File: config.mk
export PLATFORM = sky130hd
export DESIGN_NAME = lcd_seq_ctrl
export DESIGN_NICKNAME = d
export VERILOG_FILES = /design/src/rtl/lcd_pkg.sv /design/src/rtl/lcd_seq_timer.sv /design/src/rtl/lcd_seq_ctrl.sv
export SDC_FILE = /design/constraint.sdc
export NUM_CORES = 1
export LEC_CHECK = 0
export CAP_MARGIN = 20
export CORE_MARGIN = 1.5
export CORE_UTILIZATION = 41
export DETAILED_ROUTE_END_ITERATION = 10
export GPL_TIMING_DRIVEN = 0
export PLACE_DENSITY = 0.88
export SKIP_CTS_REPAIR_TIMING = 1
export SYNTH_ARGS = -nofsm -noshare
export SYNTH_HDL_FRONTEND = slang
export SYNTH_SLANG_ARGS = --single-unit
File: constraint.sdc
create_clock -name clk -period 3.2 [get_ports clk]
set_clock_uncertainty 0.05 [all_clocks]
set_input_delay 0.32 -clock clk [delete_from_list [all_inputs] [get_ports clk]]
set_output_delay 0.32 -clock clk [all_outputs]
set_load 0.02 [all_outputs]
File: src/rtl/lcd_pkg.sv
// Shared types and constants for the LCD power-up / window-fill sequencer.
package lcd_pkg;

    localparam int COORD_W   = 16;
    localparam int CNT_W     = 24;
    localparam int DEF_H_RES = 240;
    localparam int DEF_V_RES = 320;

    typedef enum logic [2:0] {
        ST_IDLE     = 3'd0,
        ST_RST_LOW  = 3'd1,
        ST_RST_WAIT = 3'd2,
        ST_INIT     = 3'd3,
        ST_READY    = 3'd4,
        ST_FILL     = 3'd5,
        ST_ERR      = 3'd6
    } state_e;

    // A window is usable only if it is ordered and lies fully on the panel.
    function automatic logic win_ok(input logic [COORD_W-1:0] sc, ec, sp, ep,
                                    input logic [31:0] h_res, v_res);
        return (sc <= ec) && (sp <= ep) &&
               ({16'h0, ec} < h_res) && ({16'h0, ep} < v_res);
    endfunction

endpackage

File: src/rtl/lcd_seq_timer.sv
// Load/decrement counter with a zero flag; shared by the reset delays and the watchdog.
module lcd_seq_timer
    import lcd_pkg::*;
(
    input  logic             clk_i,
    input  logic             rst_i,
    input  logic             load_i,
    input  logic [CNT_W-1:0] val_i,
    output logic             zero_o
);

    logic [CNT_W-1:0] cnt_q;

    always_ff @(posedge clk_i or posedge rst_i) begin
        if (rst_i)              cnt_q <= '0;
        else if (load_i)        cnt_q <= val_i;
        else if (cnt_q != '0)   cnt_q <= cnt_q - 1'b1;
    end

    assign zero_o = (cnt_q == '0);

endmodule

File: src/rtl/lcd_seq_ctrl.sv
// LCD sequencer: power-up reset pulse, settle wait, init pass, then validated window fills.
module lcd_seq_ctrl
    import lcd_pkg::*;
#(
    parameter int unsigned RST_LOW_CYC  = 1000,
    parameter int unsigned RST_WAIT_CYC = 1000,
    parameter int unsigned TIMEOUT_CYC  = 1048576,
    parameter int unsigned H_RES        = DEF_H_RES,
    parameter int unsigned V_RES        = DEF_V_RES
) (
    input  logic        clk,
    input  logic        rst,
    input  logic        start,
    input  logic        req_valid,
    output logic        req_ready,
    input  logic [15:0] req_sc,
    input  logic [15:0] req_ec,
    input  logic [15:0] req_sp,
    input  logic [15:0] req_ep,
    input  logic        lcd_done,
    output logic        lcd_rstn,
    output logic        en,
    output logic        ini_en,
    output logic        color_en,
    output logic [31:0] set_sc,
    output logic [31:0] set_ec,
    output logic [31:0] set_sp,
    output logic [31:0] set_ep,
    output logic        busy,
    output logic        init_ok,
    output logic        fill_done,
    output logic        bad_req,
    output logic        err_timeout
);

    localparam logic [CNT_W-1:0] LOW_LD  = CNT_W'(RST_LOW_CYC - 1);
    localparam logic [CNT_W-1:0] WAIT_LD = CNT_W'(RST_WAIT_CYC - 1);
    localparam logic [CNT_W-1:0] TO_LD   = CNT_W'(TIMEOUT_CYC - 1);

    state_e               state_q, state_d;
    logic                 tmr_load, tmr_zero, accept, bad;
    logic [CNT_W-1:0]     tmr_val;
    logic [COORD_W-1:0]   sc_q, ec_q, sp_q, ep_q;
    logic                 req_ready_q, lcd_rstn_q, en_q, ini_en_q, color_en_q;
    logic                 busy_q, init_ok_q, fill_done_q, bad_req_q, err_q;

    lcd_seq_timer u_timer (
        .clk_i  (clk),
        .rst_i  (rst),
        .load_i (tmr_load),
        .val_i  (tmr_val),
        .zero_o (tmr_zero)
    );

    always_comb begin
        state_d  = state_q;
        tmr_load = 1'b0;
        tmr_val  = '0;
        accept   = 1'b0;
        bad      = 1'b0;
        case (state_q)
            ST_IDLE, ST_ERR: if (start) begin
                state_d  = ST_RST_LOW;
                tmr_load = 1'b1;
                tmr_val  = LOW_LD;
            end
            ST_RST_LOW: if (tmr_zero) begin
                state_d  = ST_RST_WAIT;
                tmr_load = 1'b1;
                tmr_val  = WAIT_LD;
            end
            ST_RST_WAIT: if (tmr_zero) begin
                state_d  = ST_INIT;
                tmr_load = 1'b1;
                tmr_val  = TO_LD;
            end
            // lcd_done in the final watchdog cycle takes priority over the timeout
            ST_INIT, ST_FILL: begin
                if (lcd_done)      state_d = ST_READY;
                else if (tmr_zero) state_d = ST_ERR;
            end
            ST_READY: if (req_valid && req_ready_q) begin
                if (win_ok(req_sc, req_ec, req_sp, req_ep, 32'(H_RES), 32'(V_RES))) begin
                    accept   = 1'b1;
                    state_d  = ST_FILL;
                    tmr_load = 1'b1;
                    tmr_val  = TO_LD;
                end else begin
                    bad = 1'b1;
                end
            end
            default: state_d = ST_IDLE;
        endcase
    end

    always_ff @(posedge clk or posedge rst) begin
        if (rst) begin
            state_q     <= ST_IDLE;
            req_ready_q <= 1'b0;
            lcd_rstn_q  <= 1'b0;
            en_q        <= 1'b0;
            ini_en_q    <= 1'b0;
            color_en_q  <= 1'b0;
            busy_q      <= 1'b0;
            init_ok_q   <= 1'b0;
            fill_done_q <= 1'b0;
            bad_req_q   <= 1'b0;
            err_q       <= 1'b0;
            sc_q        <= '0;
            ec_q        <= '0;
            sp_q        <= '0;
            ep_q        <= '0;
        end else begin
            state_q     <= state_d;
            req_ready_q <= (state_d == ST_READY);
            lcd_rstn_q  <= (state_d != ST_RST_LOW);
            en_q        <= (state_d == ST_INIT) || (state_d == ST_FILL);
            ini_en_q    <= (state_d == ST_INIT);
            color_en_q  <= (state_d == ST_FILL);
            busy_q      <= (state_d == ST_RST_LOW) || (state_d == ST_RST_WAIT) ||
                           (state_d == ST_INIT)    || (state_d == ST_FILL);
            init_ok_q   <= (state_d == ST_READY) || (state_d == ST_FILL);
            fill_done_q <= (state_q == ST_FILL) && (state_d == ST_READY);
            bad_req_q   <= bad;
            err_q       <= (state_d == ST_ERR);
            if (accept) begin
                sc_q <= req_sc;
                ec_q <= req_ec;
                sp_q <= req_sp;
                ep_q <= req_ep;
            end
        end
    end

    assign req_ready   = req_ready_q;
    assign lcd_rstn    = lcd_rstn_q;
    assign en          = en_q;
    assign ini_en      = ini_en_q;
    assign color_en    = color_en_q;
    assign busy        = busy_q;
    assign init_ok     = init_ok_q;
    assign fill_done   = fill_done_q;
    assign bad_req     = bad_req_q;
    assign err_timeout = err_q;
    assign set_sc      = {16'h0, sc_q};
    assign set_ec      = {16'h0, ec_q};
    assign set_sp      = {16'h0, sp_q};
    assign set_ep      = {16'h0, ep_q};

endmodule

==> impl_metrics.ini, run 1 <==
[route]
ant_nets = 0
drt-wirelength-per-cell_um = 14.0
vias = 4317
wirelength_um = 12900
drtIter0Drc = 152
drc = 0
dr.pass1.iters = 4
post_drt_via_cell_ratio = 4.67

[yosys]
ys_types = 55
synth-main-ff-cell = dfrtp_1
synth_top_family_by_area = simple AND/OR/NAND/NOR gates
synth_compound_area_share_pct = 6.04
synth_area_leader_cell = dfrtp_1
synthArstFlopShare_pct = 100
synth_mux_area_share_pct = 9.79
ys_seq_elements = 101
synthXorXnorAreaFrac_pct = 3.11
syn_inst = 527
syn_avg_cell_area_um2 = 10.7
synth_area_leaders = dfrtp_1 (45%), mux2_2 (9.0%), buf_4 (8.7%), ha_1 (7.5%), nand2_1 (2.7%)
synth-simple-area-share_pct = 15.9
yosysTopAreaCellShare_pct = 44.8
syn_area_um2 = 5640
synth_edf_count = 0
ys_seq_area_share_pct = 44.8
synth_fa_ha_area_share_pct = 7.72
yosysWarnings = 0

[timing]
fmax_ghz = 0.321
finalHoldViolCount = 0
worstMarginPinSlew_ns = 0.661
fin_crit_sh_pct = 97.3
final_max_slew_viol_count = 0
period_needed_ns = 3.11
setup_ws_ns = 0.0856
relSlewSlack_pct = 55.7
finalHoldWorstSlack_ns = 0.267
finalSetupViolCount = 0

[setup_path]
r2r-start = u_timer.cnt_q[10]$_DFFE_PP0P_
cp_max_fo = 10
crit_top_cell = a21o_1
max_stage_delay_ns = 0.53
worst_path_max_delay_cell = clkdlybuf4s50_1
start_kind = input port
crit_start = req_ec[13]
crit_chain = clkdlybuf4s50_1 > inv_1 > ha_1 > a21o_1 > a21o_1 > a2111o_1 > o31ai_4 > and3_1 > buf_4 > buf_6 > mux2_1
crit_arrival_ns = 3.30
worstSetupPathType = in2reg
critPathRequiredTime_ns = 3.38
end_kind = register

[outcome]
outcome = complete, no violations

[clocking]
clock_sinks = 101
clk_pin_slew_ns = 0.07
clockRootBuffer = clkbuf_16
cts_max_level = 3
clkLatencyLatePin_ns = 0.35
cts_buffers = 9
tritoncts = built
clock_path_buffers = 2

[worst_hold_path]
hp-class = in2async

[grt]
grt_start_max_net_pins = 71
grt_usage_pct = 18.4
grt_first_pass_wirelength_um = 21000
overflow = 0
grt_pass1_vias = 4276
antenna_found_initial = 0

[placement]
post-place-ws_ns = -0.320
portBuffers = 142
place_area_um2 = 7550
place.gp.congestion = 0.836
post-dp-hpwl_um = 9850

[floorplan]
chipHeight_um = 120
dieWidth_um = 120
core.rowCount = 42
die_area_um2 = 14500
design.core.area_um2 = 13300
start_util_pct = 42.2
ios = 207

[finish]
syn2layout_area_growth_pct = 39.1
fin_area_um2 = 7840
layout-drive-gt1-share_pct = 20.1
nNetsFinal = 846
diodes = 0

[flow_run]
maxCapViolations = 0

[power_and_ir_drop]
ir_drop_mv = 0.309
p_per_area_nw_per_um2 = 418
p_leak_nw = 3.96
[final timing paths]
check | to | slack (ns) | cells past startpoint
worst max-delay path | ep_q[1]$_DFFE_PP0P_ | 0.09 | 11
worst min-delay path | ep_q[13]$_DFFE_PP0P_ | 0.27 | 2
worst max register to register | u_timer.cnt_q[7]$_DFFE_PP0P_ | 0.60 | 6
worst min register to register | ec_q[11]$_DFFE_PP0P_ | 0.44 | 1
max in group asynchronous | ep_q[2]$_DFFE_PP0P_ | 2.15 | 3
min in group clk | ec_q[11]$_DFFE_PP0P_ | 0.44 | 1
[metal layers]
layer / part of all wire (%) / wire (um) / vias up / global-route usage (%)
met5: 0 / 0 / - / 0
met4: 3.4 / 432 / 0 / 8.38
met3: 7.4 / 956 / 30 / 5.00
met2: 47 / 6070 / 167 / 29.7
met1: 42 / 5430 / 2001 / 23.1
li1: - / - / 2119 / -
[power by group]
group          total (mW)  switching (mW)  internal (mW)
sequential           1.41          0.0585           1.35
combinational       0.813           0.462          0.351
clock                1.05           0.500          0.554
[state kept, by name (all words and copies together), names as in the netlist]
register / cells
ini_en: 1
sp_q: 16
color_en: 1
fill_done: 1
bad_req: 1
lcd_rstn: 1
u_timer.cnt_q: 24
en: 1
req_ready: 1
ep_q: 16
busy: 1
init_ok: 1
state_q: 3
sc_q: 16
err_timeout: 1
ec_q: 16
[logic make-up after synthesis]
group,count (synthesis)
simple gates,157
other cells,1
mux,49
fa+ha+maj,35
flops,101
xor+xnor,20
compound gates,48
buf+inv,116
[synthesized netlist by cell type (all sizes together), types with 2 or more instances]
| library cell | count |
|---|---|
| and4 | 2 |
| or4 | 4 |
| nand3b | 2 |
| inv | 39 |
| buf | 71 |
| or3 | 4 |
| ha | 34 |
| nand3 | 16 |
| a21o | 4 |
| and2 | 20 |
| nor3 | 17 |
| a21oi | 15 |
| o21ai | 9 |
| dfrtp | 101 |
| and3 | 2 |
| clkbuf | 6 |
| o31ai | 6 |
| mux2 | 49 |
| nor4 | 11 |
| a21boi | 2 |
| a31oi | 4 |
| nand2b | 5 |
| xnor2 | 11 |
| xor2 | 9 |
| nand4 | 10 |
| nand2 | 40 |
| nor2b | 3 |
| nor2 | 15 |
[area by class of cell]
cell class | instances | area [um^2]
plain buffers | 76 | 556
clock buffers | 10 | 239
clock inverters | 6 | 47.5
fillers | 1107 | 5510
inverters | 39 | 149
multi-input cells | 373 | 2660
flip-flops and latches | 101 | 2530
well taps | 176 | 220
repair buffers | 143 | 1450
[critical path, delay by kind of cell]
kind | cells | cell delay (ns)
buffers and inverters | 4 | 1.01
adder cells (fa/ha/maj) | 1 | 0.29
AO/OA/AOI/OAI | 4 | 1.08
AND/OR/NAND/NOR | 1 | 0.25
multiplexers | 1 | 0.34
[cells in the final DEF, fill, tap and decap left out, types with 3 or more instances in the layout]
| cell type | instances |
|---|---|
| dfrtp_1 | 101 |
| a21oi_1 | 15 |
| nor2b_1 | 3 |
| nor2_1 | 15 |
| nand4_1 | 10 |
| mux2_1 | 4 |
| or4_4 | 3 |
| inv_1 | 38 |
| ha_1 | 34 |
| nand3_1 | 14 |
| a21o_1 | 4 |
| xor2_1 | 9 |
| nand2b_1 | 5 |
| and2_1 | 19 |
| buf_4 | 65 |
| o21ai_0 | 9 |
| o31ai_1 | 3 |
| buf_6 | 3 |
| xnor2_1 | 11 |
| nand2_1 | 40 |
| conb_1 | 64 |
| or3_1 | 4 |
| clkbuf_16 | 9 |
| clkdlybuf4s50_1 | 142 |
| a31oi_1 | 4 |
| mux2_2 | 45 |
| nor4_1 | 10 |
| nor3_1 | 16 |
| buf_2 | 3 |
| clkbuf_1 | 5 |
| clkinv_4 | 3 |
[metrics by stage]
step           setup TNS, ns  instances  util, %  power [mW]
2_1_floorplan              0        590        -        1.95
3_3_place_gp         -150.41        908     56.3        2.21
3_5_place_dp          -15.30        909     56.5        2.23
4_1_cts              -0.0209        925     58.7        3.30
5_1_grt              -0.0341        924     58.8        3.45
6_report                   0        924     58.8        3.28
Power figures use the tool's default switching activity.
==> inputs of run 2 (changes only) <==
- PLACE_DENSITY: 0.88 -> default
- PLACE_DENSITY_LB_ADDON: default -> 0.05
- SLEW_MARGIN: default -> 10
==> run 2 against run 1 <==
Against the previous run: hold slack gained 0.018 ns; sequential share of layout area is 0.14 points lower; core utilization up 0.25 points; maximum frequency grew 2.2%; final cell count is 0.11% higher; routed wire length grew 3.5%; flip-flop and latch count unchanged; combinational power is essentially flat; die area stayed put; total power rose by 3.0%; critical endpoint is now sp_q[1]$_DFFE_PP0P_.
==> impl_metrics.ini, run 2 (same netlist as run 1, synthesis figures left out) <==
[power_and_ir_drop]
p_sw_share_pct = 30.5
p_sw_mw = 1.03
p_int_mw = 2.35
ir_drop_mv = 0.255
pwr-share-comb_pct = 24.0
pwr-share-clk_pct = 34.2
p_per_area_nw_per_um2 = 429
seq_power_share_pct = 41.7
p_leak_nw = 3.97

[finish]
layout-drive-gt1-share_pct = 20.0
final_cell_mix = clkdlybuf4s50_1 (142), dfrtp_1 (101), buf_4 (65), conb_1 (64), mux2_2 (45)
syn2layout_area_growth_pct = 39.7
top_register = u_timer.cnt_q
nFillCells = 1178
largest_register_ffs = 24
diodes = 0
finish.utilization_pct = 59.0
nNetsFinal = 847
final_common_cell = clkdlybuf4s50_1

[floorplan]
dieWidth_um = 120
start_util_pct = 42.2
die_area_um2 = 14500
core.rowCount = 42
ios = 207
design.core.area_um2 = 13300
chipHeight_um = 120

[clocking]
tritoncts = built
clkLatencyLatePin_ns = 0.35
cts_max_level = 3
clock_path_buffers = 2
clk_pin_slew_ns = 0.07
cts_buffers = 9
clockRootBuffer = clkbuf_16
clock_sinks = 101

[timing]
fin_crit_sh_pct = 95.2
relSlewSlack_pct = 54.8
worstMarginPinSlew_ns = 0.675
finalHoldViolCount = 0
period_needed_ns = 3.05
finalSetupViolCount = 0
fmax_ghz = 0.328
tns_ns = 0
setup_ws_ns = 0.153
final_max_slew_viol_count = 0
rsz0062_at_grt = false

[route]
vias = 4316
drt-wirelength-per-cell_um = 14.4
post_drt_via_cell_ratio = 4.67
wirelength_um = 13300
dr.pass1.iters = 4
drtIter0Drc = 174
ant_nets = 0
drc = 0

[setup_path]
end_kind = register
critPathRequiredTime_ns = 3.38
worstSetupPathType = in2reg
start_kind = input port
cp_max_fo = 10
crit_arrival_ns = 3.23

[flow_run]
maxCapViolations = 0

[grt]
grt_start_max_net_pins = 67
grt_pass1_vias = 4417
grt_usage_pct = 19.0
grt_first_pass_wirelength_um = 21600
antenna_found_initial = 0
overflow = 0

[worst_hold_path]
hp-class = in2async

[placement]
post-place-ws_ns = -0.269
place.gp.congestion = 0.807
post-dp-hpwl_um = 10500
portBuffers = 142

[outcome]
outcome = complete, no violations
[run 2: cell types whose count changed in the layout (fill, tap and decap cells not counted)]
| cell | change |
|---|---|
| inv_4 | -1 |
| inv_8 | +1 |
| clkbuf_1 | +1 |
| bufinv_16 | +1 |
| clkinv_2 | -1 |
| a21boi_1 | +1 |
| a21boi_0 | -1 |
| clkinv_4 | -2 |
| inv_6 | +2 |
[run 2: final cells by class]
cell class | count | area [um^2] | area share [%]
inverter | 39 | 151 | 1.92
clock inverter | 6 | 75.1 | 0.953
tap | 176 | 220 | 2.80
sequential | 101 | 2530 | 32.1
clock buffer | 10 | 239 | 3.03
timing repair buffer | 143 | 1450 | 18.4
multi-input combinational | 373 | 2660 | 33.7
buffer | 77 | 559 | 7.10
[run 2: per-stage QoR]
step | total power, mW | hold WS (ns) | std cells | instance area [um^2]
floorplan | 1.95 | 0.404 | 590 | 5870
global placement | 2.22 | 0.420 | 908 | 7520
detailed placement | 2.24 | 0.421 | 909 | 7550
CTS | 3.41 | 0.280 | 925 | 7860
global route | 3.55 | 0.330 | 925 | 7880
finish | 3.38 | 0.284 | 925 | 7880
[run 2: final timing paths]
path / from / endpoint / slack, ns / depth (start not counted)
setup / recovery: req_ec[13] / sp_q[1]$_DFFE_PP0P_ / 0.15 / 11
hold / removal: rst / sc_q[11]$_DFFE_PP0P_ / 0.28 / 2
setup reg to reg: u_timer.cnt_q[10]$_DFFE_PP0P_ / u_timer.cnt_q[1]$_DFFE_PP0P_ / 0.63 / 6
hold reg to reg: ep_q[15]$_DFFE_PP0P_ / ep_q[15]$_DFFE_PP0P_ / 0.44 / 1
max in group asynchronous: rst / u_timer.cnt_q[16]$_DFFE_PP0P_ / 2.17 / 3
min in group clk: ep_q[15]$_DFFE_PP0P_ / ep_q[15]$_DFFE_PP0P_ / 0.44 / 1
[run 2: worst max-delay path: stages]
cell and delay, ns:
clkdlybuf4s50_1 0.49, inv_1 0.05, ha_1 0.29, a21o_1 0.19
a21o_1 0.18, a2111o_1 0.44, o31ai_4 0.30, and3_1 0.23
buf_4 0.21, buf_6 0.18, mux2_2 0.35
[run 2: metal layers]
layer / wire length, um / GRT usage (%) / up-vias
met5: 0 / 0 / -
met4: 169 / 5.07 / 0
met3: 1060 / 7.59 / 13
met2: 6560 / 31.4 / 116
met1: 5560 / 23.1 / 2069
li1: - / - / 2118
[run 2: power groups by stage]
stage | combinational [mW] | clock [mW] | sequential (mW)
floorplan | 0.490 | 0 | 1.46
finish | 0.812 | 1.16 | 1.41
global placement | 0.785 | 0 | 1.43
detailed placement | 0.802 | 0 | 1.43
global route | 0.900 | 1.23 | 1.42
CTS | 0.809 | 1.20 | 1.41
==> variant 1 (settings of run 1) <==
The package constant `CNT_W` goes from 24 to 32.
--- a/src/rtl/lcd_pkg.sv
+++ b/src/rtl/lcd_pkg.sv
@@ -3,5 +3,5 @@
 
     localparam int COORD_W   = 16;
-    localparam int CNT_W     = 24;
+    localparam int CNT_W     = 32;
     localparam int DEF_H_RES = 240;
     localparam int DEF_V_RES = 320;
Function: same outputs for any inputs over 10 cycles, from zero or initial values and one cycle with rst high; that may be too few to reach the edited logic, so the function may still have changed.
==> variant 1 against run 1 <==
Global-route usage rose by 0.37 points. First-iteration DRC count rose by 120%. Sequential cell count rose by 8. Setup slack improved by 14 ps. Routed wire length rose by 12%. Synthesized cell count rose by 9.1%. Final area rose by 5.4%. Area after synthesis rose by 7.0%. Core utilization fell by 1.4 points. Critical endpoint is now sp_q[14].
Power is not compared: it rests on default switching activity, and its combinational part moved more than twofold at a synthesized area within 25%.
==> variant 1: results (changes against run 1) <==
Status
  – Outcome: finished clean (unchanged)

Setup path
  – R2r worst-path depth: 8 (was 6)
  – Reg2Reg Setup Slack: 510 ps (was 600 ps)
  – Worst reg2reg path startpoint: u_timer.cnt_q[20] (was u_timer.cnt_q[10])
  – Crit. Startpoint: req_ec[6] (was req_ec[13])
  – Cell family with most CP delay: buffers and inverters (was compound AO/OA/AOI/OAI gates)

Finish
  – Signal buffers: 226 (was 219)
  – Area of the multi-input gates: 0.002820 sq mm (was 0.002655 sq mm)
  – Signal inverters: 37 (was 39)
  – Layout fillers: 1207 (was 1107)
  – Clock buffers: 9 (was 10)
  – Layout clock area frac: 3.556% (was 3.653%)
  – Max FFs per register: 32 (was 24)
  – Non-clock buffering overhead: 24.84% (was 25.56%)
  – Fraction of area in registers: 32.99% (was 32.23%)

Logic synthesis
  – Mux contribution to synthesized area: 9.146% (was 9.787%)
  – Mapped Avg Cell Area: 10.49 sq um (was 10.70 sq um)
  – Distinct cell type count after synthesis: 53 (was 55)
  – Synth Area in Compound Gates: 5.081% (was 6.036%)
  – Sequential area share after synthesis: 45.21% (was 44.83%)
  – Synthesized-area fraction occupied by adder cells: 7.051% (was 7.723%)

Placed design
  – Post-DP HPWL: 11.14 mm (was 9.846 mm)
  – Area of placed instances: 0.007965 sq mm (was 0.007546 sq mm)
  – Final GP Congestion: 0.8748 (was 0.8356)
  – Dpl ws: -250.0 ps (was -319.8 ps)

Global route
  – First-pass GRT wire length: 23.47 mm (was 20.98 mm)
  – Global routing usage on met1: 24.14% (was 23.06%)
  – Met2 usage: 31.58% (was 29.71%)
  – Number of global-route vias before repair: 4708 (was 4276)

Routing
  – WL final: 14.47 mm (was 12.89 mm)
  – Via Count: 4795 (was 4317)
  – Detailed router's first-iteration violation count: 341 (was 152)
  – Pre-Repair DR Iteration Count: 6 (was 4)
  – Met2 wire len: 7.136 mm (was 6.073 mm)

Floorplanning
  – Site Rows: 44 (was 42)
variant 1: changes by cell type after synthesis, moves of 8 or more:
| cell | delta |
|---|---|
| and2_1 | -18 |
| dfrtp_1 | +8 |
| nand2_1 | -20 |
| nand3_1 | +8 |
| nor2_1 | +15 |
| nor2b_1 | +16 |
| nor3_1 | +12 |
| or3_1 | +10 |
| xor2_1 | +10 |
variant 1: how the worst min path moves through the flow:
stage	from	to	slack, ps	cells after the start
3_3_place_gp	ec_q[6]	ec_q[6]	420	1
5_1_grt	rst	ec_q[10]	470	2
3_5_place_dp	ep_q[3]	ep_q[3]	430	1
6_report	rst	ec_q[10]	400	2
4_1_cts	rst	ep_q[15]	420	2
2_1_floorplan	req_ec[6]	ec_q[6]	400	1
variant 1: power by group:
group          switching [mW]  total [mW]  leakage, nW  internal, mW
sequential            0.00827        1.39         1.47          1.38
clock                   0.564        1.11        0.138         0.550
combinational           0.197       0.380         2.51         0.184
==> variant 2 (settings of run 1) <==
Made on the original files. Encoding of `state_e`: now one-hot (7 bits for 7 states).
--- a/src/rtl/lcd_pkg.sv
+++ b/src/rtl/lcd_pkg.sv
@@ -7,12 +7,12 @@
     localparam int DEF_V_RES = 320;
 
-    typedef enum logic [2:0] {
-        ST_IDLE     = 3'd0,
-        ST_RST_LOW  = 3'd1,
-        ST_RST_WAIT = 3'd2,
-        ST_INIT     = 3'd3,
-        ST_READY    = 3'd4,
-        ST_FILL     = 3'd5,
-        ST_ERR      = 3'd6
+    typedef enum logic [6:0] {
+        ST_IDLE     = 7'b0000001,
+        ST_RST_LOW  = 7'b0000010,
+        ST_RST_WAIT = 7'b0000100,
+        ST_INIT     = 7'b0001000,
+        ST_READY    = 7'b0010000,
+        ST_FILL     = 7'b0100000,
+        ST_ERR      = 7'b1000000
     } state_e;
 
Behaviour: no difference found for any inputs over 10 cycles, from zero or initial values and one cycle with rst high; not proved beyond that.
==> variant 2 against run 1 <==
Fmax rose by 6.0%. Setup slack gained 180 ps. Power is 2.1% lower. Area after synthesis grew 4.6%. Count of clock-buffer cells in the layout up 4. Non-clock buffer count rose by 5. Via count rose by 2.4%. Sequential cell count up 4. Routed wire length grew 3.9%. Final cell count is 1.7% higher. Final area up 3.5%. Die area grew 4.5%. Critical path depth unchanged. Largest power group unchanged.
==> variant 2: results (changes against run 1) <==
Status
  – Outcome: finished clean (unchanged)

Clock network
  – Max Root-Sink Buffers: 2 (unchanged)
  – Skew-Pair Late Insertion Delay: 340 ps
  – Clock slew at reported path FFs: 60 ps
  – Clk root buf: clkbuf_16 (unchanged)
  – CTS buffer count: 9 (unchanged)
  – Htree depth: 3 (unchanged)

Finish
  – # diodes: 0 (unchanged)
  – Fraction of layout cells with a size suffix above 1: 18.95% (was 20.05%)
  – Max FFs per register: 24 (unchanged)
  – Net count of the finished layout: 858 (was 846)
  – Biggest register: u_timer.cnt_q (unchanged)

Routing
  – Via Count: 4419 (was 4317)
  – Pre-Repair DR Iteration Count: 4 (unchanged)
  – Top Layer Used: met4 (unchanged)
  – Vias per inst: 4.701 (was 4.672)
  – Met2 wire len: 6.390 mm (was 6.073 mm)
  – Met3 WL: 777 um (was 956 um)
  – Detailed router's first-iteration violation count: 130 (was 152)
  – WL final: 13.39 mm (was 12.89 mm)
  – WL met1: 5.836 mm (was 5.429 mm)

Logic synthesis
  – Sequential area share after synthesis: 44.59% (was 44.83%)
  – Leading post-synthesis cells by cell area: dfrtp_1 (44%), mux2_4 (10%), buf_4 (8.1%), ha_1 (7.2%), inv_1 (2.6%) (was dfrtp_1 (45%), mux2_2 (9.0%), buf_4 (8.7%), ha_1 (7.5%), nand2_1 (2.7%))
  – Distinct cell type count after synthesis: 57 (was 55)
  – Post-synth EDFFs: 0 (unchanged)
  – FFs w/ async S/R, synth: 100.0% (unchanged)
  – Top post-synthesis cells by count: dfrtp_1 (104), buf_4 (64), inv_1 (41), mux2_4 (40), ha_1 (34) (was dfrtp_1 (101), buf_4 (65), mux2_2 (45), nand2_1 (40), inv_1 (39))
  – Post-Syn Instances: 536 (was 527)

Global route
  – First-pass GRT wire length: 21.09 mm (was 20.98 mm)
  – Initial antenna violation count: 0 (unchanged)
  – All-Layer GR Usage: 18.17% (was 18.39%)
  – Number of global-route vias before repair: 4263 (was 4276)
  – Largest net degree at the start of global routing: 61 (was 71)

Power and ir drop
  – Worst vdd ir: 0.2762 mV (was 0.3087 mV)
  – P_leak: 4.083 nW (was 3.956 nW)
  – Switching fraction of total power: 27.92% (was 31.09%)

Placed design
  – Final GP Congestion: 0.8334 (was 0.8356)
  – Post-DP HPWL: 10.38 mm (was 9.846 mm)
  – Port Buffer Count: 142 (unchanged)
  – DP Cell Count: 922 (was 909)

Setup path
  – WP data arrival: 3080 ps (was 3300 ps)
  – CP Max Fanout: 10 (unchanged)

Timing
  – Slew margin rel.: 47.99% (was 55.73%)
## variant 2: cells by family after synthesis
| logic type | count (synthesis) | share of synthesized area [%] |
|---|---|---|
| DFF | 105 | 44.59 |
| and+or+nand+nor | 157 | 14.43 |
| buffers and inverters | 120 | 12.46 |
| AOI/OAI and AO/OA | 45 | 5.624 |
| muxes | 49 | 11.91 |
| adders and majority gates | 34 | 7.216 |
| other | 1 | 0.06361 |
| xor gates and xnor gates | 25 | 3.714 |
## variant 2: worst paths after layout
check,start,end,slack (ps),cells past startpoint
hold / removal,rst,ep_q[10],360,2
min in group clk,ep_q[13],ep_q[13],440,1
hold reg to reg,ep_q[13],ep_q[13],440,1
max in group asynchronous,rst,state_q[0],2010,3
setup / recovery,req_ec[9],u_timer.cnt_q[6],260,11
setup reg to reg,u_timer.cnt_q[2],busy,550,7
## variant 2: power by group through the flow
| stage | clock network, mW | logic (mW) | registers, mW |
|---|---|---|---|
| after floorplan | 0 | 0.450 | 1.47 |
| after global placement | 0 | 0.649 | 1.47 |
| after detailed placement | 0 | 0.667 | 1.47 |
| after CTS | 1.12 | 0.671 | 1.45 |
| after global routing | 1.18 | 0.745 | 1.46 |
| final | 1.09 | 0.671 | 1.45 |
## variant 2: per-stage QoR
| stage | worst slack [ps] | area [sq um] |
|---|---|---|
| after floorplan | 71.11 | 6132 |
| after global routing | 29.43 | 8118 |
| after detailed placement | -331.9 | 7809 |
| final | 262.4 | 8118 |
| after global placement | -1479 | 7779 |
| after CTS | 15.33 | 8103 |
## variant 2: worst max-delay path, cell delays in order
cell,delay (ps)
clkdlybuf4s50_1,490
inv_1,50
ha_1,290
nand4_1,160
nor3_1,290
a21boi_0,220
o31a_1,310
a2111o_1,250
clkbuf_1,310
buf_2,280
nand3_1,110
## variant 2: cell type report
cell class                      count  area [sq um]
Tap cell                          180         225.2
Fill cell                        1173          5817
Clock inverter                      2         10.01
Buffer                             79         580.6
Sequential cell                   105          2629
Inverter                           41         156.4
Multi-Input combinational cell    374          2769
Clock buffer                       14         284.0
Timing Repair Buffer              145          1464
## variant 2: metal layers
metal / GRT usage (%) / vias to the layer above
met3: 3.552 / 27
met4: 8.503 / 0
li1: - / 2165
met5: 0 / -
met2: 30.07 / 148
met1: 22.87 / 2079
